--- config.mk ---
export PLATFORM = sky130hd
export DESIGN_NAME = auth_initiator
export DESIGN_NICKNAME = d
export VERILOG_FILES = /design/src/rtl/auth_initiator_pkg.sv /design/src/rtl/auth_timer.sv /design/src/rtl/auth_initiator.sv
export SDC_FILE = /design/constraint.sdc
export NUM_CORES = 2
export LEC_CHECK = 0
export CELL_PAD_IN_SITES_DETAIL_PLACEMENT = 1
export CELL_PAD_IN_SITES_GLOBAL_PLACEMENT = 1
export CORE_AREA = 2 2 764 766
export CTS_CLUSTER_SIZE = 28
export DETAILED_ROUTE_END_ITERATION = 10
export DIE_AREA = 0 0 766 768
export GPL_TIMING_DRIVEN = 0
export PLACE_DENSITY_LB_ADDON = 0.1
export SLEW_MARGIN = 20
export SYNTH_ARGS = -nofsm -noshare
export SYNTH_HDL_FRONTEND = slang
export SYNTH_SLANG_ARGS = --single-unit
--- constraint.sdc ---
create_clock -name clk -period 3.45 [get_ports clk]
set_input_delay 0.69 -clock clk [delete_from_list [all_inputs] [get_ports clk]]
set_output_delay 0.69 -clock clk [all_outputs]
set_load 0.01 [all_outputs]
--- src/rtl/auth_initiator_pkg.sv ---
// auth_initiator_pkg: message-type codes, USB request numbers, error codes,
// header geometry, default timeouts, FSM state encoding and small helpers
// shared by the authentication initiator and its timer.
package auth_initiator_pkg;

  // Header geometry: four one-byte fields {Ver, Type, Param1, Param2}
  localparam int          HDR_FIELD_W = 8;
  localparam int          HDR_BYTES   = 4;
  localparam logic [7:0]  HDR_VER     = 8'h01;

  // Request message types
  localparam logic [7:0]  MSG_GET_DIGESTS     = 8'h81;
  localparam logic [7:0]  MSG_GET_CERTIFICATE = 8'h82;
  localparam logic [7:0]  MSG_CHALLENGE       = 8'h83;
  // Response message types
  localparam logic [7:0]  MSG_DIGESTS         = 8'h01;
  localparam logic [7:0]  MSG_CERTIFICATE     = 8'h02;
  localparam logic [7:0]  MSG_CHALLENGE_AUTH  = 8'h03;
  localparam logic [7:0]  MSG_ERROR           = 8'h7F;

  // USB setup fields
  localparam logic [7:0]  AUTH_IN     = 8'd24;
  localparam logic [7:0]  AUTH_OUT    = 8'd25;
  localparam logic [7:0]  BM_REQ_TYPE = 8'h00;

  // err_code values
  localparam logic [7:0]  ERR_NONE     = 8'h00;
  localparam logic [7:0]  ERR_VER      = 8'h01;
  localparam logic [7:0]  ERR_TYPE     = 8'h02;
  localparam logic [7:0]  ERR_TIMEOUT  = 8'h03;
  localparam logic [7:0]  ERR_ILLEGAL  = 8'h04;
  localparam logic [7:0]  ERR_RSP_BASE = 8'h80;

  // Default timeouts (cycles)
  localparam logic [31:0] DEF_DIGEST_TO = 32'd1000;
  localparam logic [31:0] DEF_CERT_TO   = 32'd1000;
  localparam logic [31:0] DEF_CHAL_TO   = 32'd2000;

  // req_type encodings
  localparam logic [1:0]  REQ_DIGESTS = 2'd0;
  localparam logic [1:0]  REQ_CERT    = 2'd1;
  localparam logic [1:0]  REQ_CHAL    = 2'd2;
  localparam logic [1:0]  REQ_ILLEGAL = 2'd3;

  typedef enum logic [2:0] {
    ST_IDLE     = 3'd0,
    ST_SEND     = 3'd1,
    ST_WAIT_RSP = 3'd2,
    ST_CHECK    = 3'd3,
    ST_ACK      = 3'd4,
    ST_GAP      = 3'd5,
    ST_DONE     = 3'd6,
    ST_ERROR    = 3'd7
  } state_t;

  // Request Type byte for a legal req_type
  function automatic logic [7:0] req_msg_type(input logic [1:0] rt);
    case (rt)
      REQ_DIGESTS: return MSG_GET_DIGESTS;
      REQ_CERT:    return MSG_GET_CERTIFICATE;
      default:     return MSG_CHALLENGE;
    endcase
  endfunction

  // Response Type byte the responder must answer a req_type with
  function automatic logic [7:0] rsp_msg_type(input logic [1:0] rt);
    case (rt)
      REQ_DIGESTS: return MSG_DIGESTS;
      REQ_CERT:    return MSG_CERTIFICATE;
      default:     return MSG_CHALLENGE_AUTH;
    endcase
  endfunction

  // wLength = header bytes + payload bytes (none / offset+length / nonce)
  function automatic logic [15:0] req_wlength(input logic [1:0] rt);
    case (rt)
      REQ_DIGESTS: return 16'(HDR_BYTES);
      REQ_CERT:    return 16'(HDR_BYTES) + 16'd4;
      default:     return 16'(HDR_BYTES) + 16'd32;
    endcase
  endfunction

endpackage

--- src/rtl/auth_timer.sv ---
// auth_timer: loadable 32-bit down-counter used for response timeouts.
// Ports:
//   clk, reset    clock, synchronous active-high reset
//   load          load load_val (has priority over en)
//   en            decrement once per cycle, saturating at 0
//   load_val      value to load
//   expired       count is 0
module auth_timer #(
  parameter int W = 32
) (
  input  logic         clk,
  input  logic         reset,
  input  logic         load,
  input  logic         en,
  input  logic [W-1:0] load_val,
  output logic         expired
);

  logic [W-1:0] count;

  // Counter register: load wins over decrement, holds at zero
  always_ff @(posedge clk) begin
    if (reset) begin
      count <= '0;
    end else if (load) begin
      count <= load_val;
    end else if (en && (count != '0)) begin
      count <= count - W'(1);
    end else begin
      count <= count;
    end
  end

  assign expired = (count == '0);

endmodule

--- src/rtl/auth_initiator.sv ---
// auth_initiator: requesting side of the USB Type-C authentication exchange.
// Builds GET_DIGESTS / GET_CERTIFICATE / CHALLENGE, holds it to the responder,
// waits with a per-type timeout and bounded retries, validates the response
// header, acks the responder and reports done/error to the policy host.
// Ports:
//   clk, reset                 clock, synchronous active-high reset
//   start, req_type, slot      request strobe (IDLE only), type, cert slot
//   cert_off_len, nonce        request payload sources
//   init_req_out, auth_msg_out request valid and message to responder
//   bmRequestType, bRequest, wLength  USB setup fields
//   resp_req_in, rsp_header_in, rsp_payload_in  response from responder
//   ack_out                    one-cycle ack to responder
//   rsp_header, rsp_payload    latched response
//   busy, done, error, err_code  status to policy host
module auth_initiator
  import auth_initiator_pkg::*;
#(
  parameter int          MSG_LEN   = 544,
  parameter logic [31:0] DIGEST_TO = DEF_DIGEST_TO,
  parameter logic [31:0] CERT_TO   = DEF_CERT_TO,
  parameter logic [31:0] CHAL_TO   = DEF_CHAL_TO,
  parameter int          MAX_RETRY = 2
) (
  input  logic                clk,
  input  logic                reset,
  input  logic                start,
  input  logic [1:0]          req_type,
  input  logic [1:0]          slot,
  input  logic [31:0]         cert_off_len,
  input  logic [255:0]        nonce,
  output logic                init_req_out,
  output logic [MSG_LEN-1:0]  auth_msg_out,
  output logic [7:0]          bmRequestType,
  output logic [7:0]          bRequest,
  output logic [15:0]         wLength,
  input  logic                resp_req_in,
  input  logic [31:0]         rsp_header_in,
  input  logic [MSG_LEN-33:0] rsp_payload_in,
  output logic                ack_out,
  output logic [31:0]         rsp_header,
  output logic [MSG_LEN-33:0] rsp_payload,
  output logic                busy,
  output logic                done,
  output logic                error,
  output logic [7:0]          err_code
);

  state_t               state, next_state;
  logic [1:0]           req_type_r;
  logic [7:0]           retry_r;
  logic [7:0]           chk_code, chk_code_r;
  logic [MSG_LEN-1:0]   req_msg;
  logic [31:0]          timeout_val;
  logic                 timer_load, timer_en, timer_expired;
  logic                 accept;

  assign accept = (state == ST_IDLE) && start && (req_type != REQ_ILLEGAL);

  auth_timer #(.W(32)) u_timer (
    .clk      (clk),
    .reset    (reset),
    .load     (timer_load),
    .en       (timer_en),
    .load_val (timeout_val),
    .expired  (timer_expired)
  );

  // Request message: header in the MSBs, payload left-aligned beneath it
  always_comb begin
    req_msg = '0;
    req_msg[MSG_LEN-1 -: 32] = {HDR_VER, req_msg_type(req_type), 6'b000000, slot, 8'h00};
    case (req_type)
      REQ_CERT: req_msg[MSG_LEN-33 -: 32]  = cert_off_len;
      REQ_CHAL: req_msg[MSG_LEN-33 -: 256] = nonce;
      default:  begin end
    endcase
  end

  // Timeout for the request in flight
  always_comb begin
    case (req_type_r)
      REQ_DIGESTS: timeout_val = DIGEST_TO;
      REQ_CERT:    timeout_val = CERT_TO;
      default:     timeout_val = CHAL_TO;
    endcase
  end

  // Response header validation; version outranks an ERROR message
  always_comb begin
    chk_code = ERR_NONE;
    if (rsp_header[31:24] != HDR_VER) begin
      chk_code = ERR_VER;
    end else if (rsp_header[23:16] == MSG_ERROR) begin
      chk_code = ERR_RSP_BASE | rsp_header[15:8];
    end else if (rsp_header[23:16] != rsp_msg_type(req_type_r)) begin
      chk_code = ERR_TYPE;
    end else begin
      chk_code = ERR_NONE;
    end
  end

  // Next-state logic and timer control
  always_comb begin
    next_state = state;
    timer_load = 1'b0;
    timer_en   = 1'b0;
    case (state)
      ST_IDLE: begin
        if (start) begin
          next_state = (req_type == REQ_ILLEGAL) ? ST_ERROR : ST_SEND;
        end else begin
          next_state = ST_IDLE;
        end
      end
      ST_SEND: begin
        timer_load = 1'b1;
        next_state = ST_WAIT_RSP;
      end
      ST_WAIT_RSP: begin
        // A response arriving on the expiry cycle still wins
        if (resp_req_in) begin
          next_state = ST_CHECK;
        end else if (timer_expired) begin
          next_state = (retry_r < 8'(MAX_RETRY)) ? ST_GAP : ST_ERROR;
        end else begin
          timer_en = 1'b1;
        end
      end
      ST_GAP:   next_state = ST_SEND;
      ST_CHECK: next_state = ST_ACK;
      ST_ACK:   next_state = (chk_code_r == ERR_NONE) ? ST_DONE : ST_ERROR;
      ST_DONE:  next_state = ST_IDLE;
      ST_ERROR: next_state = ST_IDLE;
      default:  next_state = ST_IDLE;
    endcase
  end

  // State register
  always_ff @(posedge clk) begin
    if (reset) begin
      state <= ST_IDLE;
    end else begin
      state <= next_state;
    end
  end

  // Registered outputs and datapath, all decoded from the state being entered
  always_ff @(posedge clk) begin
    if (reset) begin
      init_req_out  <= 1'b0;
      ack_out       <= 1'b0;
      busy          <= 1'b0;
      done          <= 1'b0;
      error         <= 1'b0;
      err_code      <= 8'h00;
      auth_msg_out  <= '0;
      bmRequestType <= 8'h00;
      bRequest      <= 8'h00;
      wLength       <= 16'h0000;
      rsp_header    <= 32'h0;
      rsp_payload   <= '0;
      req_type_r    <= 2'd0;
      retry_r       <= 8'd0;
      chk_code_r    <= 8'h00;
    end else begin
      // Request stays valid through CHECK; dropped for GAP and ACK
      init_req_out <= next_state inside {ST_SEND, ST_WAIT_RSP, ST_CHECK};
      ack_out      <= (next_state == ST_ACK);
      busy         <= next_state inside {ST_SEND, ST_WAIT_RSP, ST_GAP, ST_CHECK, ST_ACK};
      done         <= (next_state == ST_DONE);
      error        <= (next_state == ST_ERROR);

      if (accept) begin
        auth_msg_out  <= req_msg;
        bmRequestType <= BM_REQ_TYPE;
        bRequest      <= AUTH_OUT;
        wLength       <= req_wlength(req_type);
        req_type_r    <= req_type;
        retry_r       <= 8'd0;
        err_code      <= ERR_NONE;
      end else if ((next_state == ST_ERROR) && (state != ST_ERROR)) begin
        case (state)
          ST_IDLE:     err_code <= ERR_ILLEGAL;
          ST_WAIT_RSP: err_code <= ERR_TIMEOUT;
          default:     err_code <= chk_code_r;
        endcase
      end else begin
        err_code <= err_code;
      end

      if ((state == ST_WAIT_RSP) && (next_state == ST_GAP)) begin
        retry_r <= retry_r + 8'd1;
      end else begin
        retry_r <= retry_r;
      end

      if ((state == ST_WAIT_RSP) && resp_req_in) begin
        rsp_header  <= rsp_header_in;
        rsp_payload <= rsp_payload_in;
      end else begin
        rsp_header  <= rsp_header;
        rsp_payload <= rsp_payload;
      end

      if (state == ST_CHECK) begin
        chk_code_r <= chk_code;
      end else begin
        chk_code_r <= chk_code_r;
      end
    end
  end

endmodule

==> results.md <==
* Synthesized cell area at 0.0323 sq mm
* Number of H-tree branching levels at 4
* Sum Neg Setup Slack at 0 ns
* Largest delay share family, worst path: buffers and inverters
* Cells after synthesis at 3720
* Top-Level Pins at 1973
* Tcrit/Tclk final at 91.6%
* Sequential element share of the synthesized area at 54.1%
* Cts-stage hold buffer count at 0
* Distinct cell type count of the synthesized netlist at 61
* Overall track demand over capacity in global routing at 12.5%
* HP Start: rsp_payload_in[111]
* Flip-flop and latch count after synthesis at 873
* Final weighted congestion in routability-driven placement at 0.820
* Most frequent cell on the critical path: sky130_fd_sc_hd__clkbuf_4
* Post-route antenna net violation count at 0
* Leading register cell type out of synthesis: sky130_fd_sc_hd__dfxtp_1
* Setup repair after global routing missed its margin: true
* CTS tree: done
* Multiplexer fraction of the synthesized cell area at 0.503%
* Port Buffers at 1663
* Worst setup slack for register-to-register paths at 0.29 ns
* Placement row count at 280
* CP max stage cell: sky130_fd_sc_hd__dfxtp_1
* Setup repair bufs after CTS at 0
* Relative slew margins at 30.3%
* Total wire length after detailed routing at 383000 um
* CTS max path bufs at 4
* Achievable frequency at 0.316 GHz
* Total core area at 0.580 sq mm
* Area of the multi-input gates at 0.0125 sq mm
* Top library cells by usage in the layout, fill and taps aside: sky130_fd_sc_hd__clkdlybuf4s50_1 (1663), sky130_fd_sc_hd__nand2_1 (1161), sky130_fd_sc_hd__dfxtp_1 (873)
* Number of detailed-routing iterations run before antenna repair at 6
* Power density over the cells at 612 mW/mm^2
* Cell Count, Final, Fillers Out at 13800
* Most common library cell in the layout ignoring fill and taps: sky130_fd_sc_hd__clkdlybuf4s50_1
* Vias in the first global route at 37300
* Initial detailed-routing violation count at 1223
* Area share of and/or/nand/nor cells after synthesis at 16.3%
* Storage cell area at 0.0175 sq mm
* Maximum vdd drop at 0.000426 V
* Xor and xnor area share after synthesis at 0.190%
* Insertion delay of the later-clocked pin in the worst-skew pair at 0.85 ns
* Number of cells traversed by the worst hold path at 3
* Leak at 21.9 nW
* Maximum number of pins on one net before global-route repair at 18
* Class of the most critical hold timing path: in2reg
* Initial core utilization at 5.57%
* Final critical delay including setup and external delays at 3.16 ns
* Number of buffer and inverter instances along the worst setup path at 6
* Adder-cell share of the synthesized area at 0.310%
* Via count at 35900
* Final instance area at 0.0652 sq mm
* Area growth from synthesis to layout at 102%
* Critical path cell sequence: clkbuf_2, and3_1, clkbuf_4, clkbuf_4, buf_16, clkbuf_4, clkbuf_1, nand2_1, a21oi_1
* Worst path depth at 9
* Largest family of logic cells by synthesized area: compound AO/OA/AOI/OAI gates
* Fraction of final layout cells sized beyond drive strength 1 at 11.0%
* Grt total ovfl at 0
* Number of hold violations in the final report at 0
* Number of antenna violations at the first check in global routing at 312
* Category of the worst setup path launch point: flip-flop
* WS Path Type: reg2reg
* Root buffer cell: sky130_fd_sc_hd__clkbuf_16
* # nets final at 6696
* Avg WL per Cell at 27.8 um
* Number of vias per cell at 2.61
* Worst setup skew after layout at 0.0584 ns
* Total Die Area at 0.588 sq mm
* Post-place instance area at 0.0601 sq mm
* DRC violations left at 0
* Complex-gate fraction of the synthesized area at 17.7%
* Wire length of the first global-routing pass at 472000 um
* Clock transition at path regs at 0.06 ns
* Synth Area per Inst at 8.68 sq um
* Number of max-cap violations at 0
* Cts bufs inserted at 148
* Capturing element type of the critical path: flip-flop
* Y dimension of the die at 768 um
* Number of clock sinks at 873
* Critical path's largest stage delay at 0.57 ns
* Fillers at 68200
* Cell total after placement at 13500
* Number of enable flip-flop cells after synthesis at 0
* Status: completed
* Startpoint of the lowest-slack register-to-register path: state[1]
* Post-detail-place hpwl at 337000 um
* Depth of the worst register-to-register path at 9
* Max-slew violation count at 0
* Highest fanout seen on the critical path at 10
* RR Endpoint: rsp_payload[337]
* Die X-Extent at 766 um
* End of the worst hold path: rsp_payload[111]
* WP data required at 4.21 ns
* Crit path DAT at 3.92 ns
* Transition time at the pin with the least slew margin at 1.04 ns
* Final setup viols at 0
* Fraction of registers with async set/reset at 0%
* Warnings from Yosys at 0
-- worst max path at each step --
| stage | to | slack (ns) | startpoint |
|---|---|---|---|
| 2_1_floorplan | u_timer.count[1] | 0.95 | u_timer.count[0] |
| 3_3_place_gp | rsp_payload[248] | -2.95 | resp_req_in |
| 3_5_place_dp | rsp_payload[248] | -1.52 | resp_req_in |
| 4_1_cts | rsp_payload[337] | 0.004 | state[2] |
| 5_1_grt | rsp_payload[305] | -0.005 | state[1] |
| 6_report | rsp_payload[337] | 0.29 | state[1] |
-- where the power goes --
| part | total (W) | leakage, nW | switching (W) | internal [W] |
|---|---|---|---|---|
| Clock | 0.0159 | 2.41 | 0.00634 | 0.00953 |
| Sequential | 0.0121 | 7.07 | 0.000883 | 0.0112 |
| Combinational | 0.0119 | 12.5 | 0.00730 | 0.00459 |
-- registers in the layout, indices dropped and copies added (netlist names), 2 cells and up --
| signal | cells |
|---|---|
| rsp_payload | 512 |
| auth_msg_out | 261 |
| rsp_header | 32 |
| u_timer.count | 32 |
| chk_code_r | 8 |
| err_code | 8 |
| retry_r | 8 |
| state | 3 |
| req_type_r | 2 |
| wLength | 2 |
-- layout make-up --
cell class	instances	share of cell area, %
Clock inverter	36	0.762
Clock buffer	223	6.80
Tap cell	7755	14.9
Sequential cell	873	26.8
Multi-Input combinational cell	2559	19.2
Buffer	585	5.45
Antenna cell	49	0.188
Timing Repair Buffer	1673	25.9
Inverter	8	0.0461
-- synth_stat cells, types with 23 or more instances --
master / instances / area, sq um
sky130_fd_sc_hd__or3_1: 28 / 175
sky130_fd_sc_hd__a22o_1: 227 / 1990
sky130_fd_sc_hd__buf_2: 23 / 115
sky130_fd_sc_hd__nor2_1: 33 / 124
sky130_fd_sc_hd__clkbuf_1: 228 / 856
sky130_fd_sc_hd__nand2_1: 1161 / 4360
sky130_fd_sc_hd__buf_4: 326 / 2450
sky130_fd_sc_hd__dfxtp_1: 873 / 17500
sky130_fd_sc_hd__a22oi_1: 37 / 278
sky130_fd_sc_hd__a21oi_1: 561 / 2810
sky130_fd_sc_hd__o21ai_0: 43 / 215
-- metrics by stage --
step | setup slack (ns) | hold WS, ns | utilization (%) | power, W
2_1_floorplan | 0.945 | 0.429 | - | 0.0172
3_3_place_gp | -2.95 | 0.439 | 10.3 | 0.0247
3_5_place_dp | -1.52 | 0.441 | 10.4 | 0.0254
4_1_cts | 0.00444 | 0.223 | 11.2 | 0.0421
5_1_grt | -0.00509 | 0.285 | 11.2 | 0.0424
6_report | 0.290 | 0.379 | 11.2 | 0.0399
-- routing by layer --
layer	vias up	routed length (um)	global-route usage, %	part of all wire, %
met5	-	1680	0	0.44
met4	264	9000	2.25	2.4
met3	719	44500	6.96	12
met2	1727	201000	23.9	52
met1	17000	127000	11.7	33
li1	16300	-	-	-
-- kinds of logic (layout without fill, tap and decap cells) --
family	Yosys count	count (layout)
DFF	873	873
muxes	16	16
xor gates and xnor gates	7	7
AOI/OAI and AO/OA	917	917
adders and majority gates	8	8
and+or+nand+nor	1303	1303
buffers and inverters	595	2525
other	1	357
-- worst register-to-register path, stage by stage (launching register included) --
cell	delay [ns]
sky130_fd_sc_hd__dfxtp_1	0.57
sky130_fd_sc_hd__clkbuf_2	0.36
sky130_fd_sc_hd__and3_1	0.21
sky130_fd_sc_hd__clkbuf_4	0.28
sky130_fd_sc_hd__clkbuf_4	0.33
sky130_fd_sc_hd__buf_16	0.18
sky130_fd_sc_hd__clkbuf_4	0.35
sky130_fd_sc_hd__clkbuf_1	0.43
sky130_fd_sc_hd__nand2_1	0.21
sky130_fd_sc_hd__a21oi_1	0.16
-- what timing repair did --
action | 4_1_cts | 5_1_grt
endpoints found under the setup margin | 565 | 56
gates resized for setup | 30 | 7
cloned | 0 | 0
Power figures use the tool's default switching activity.
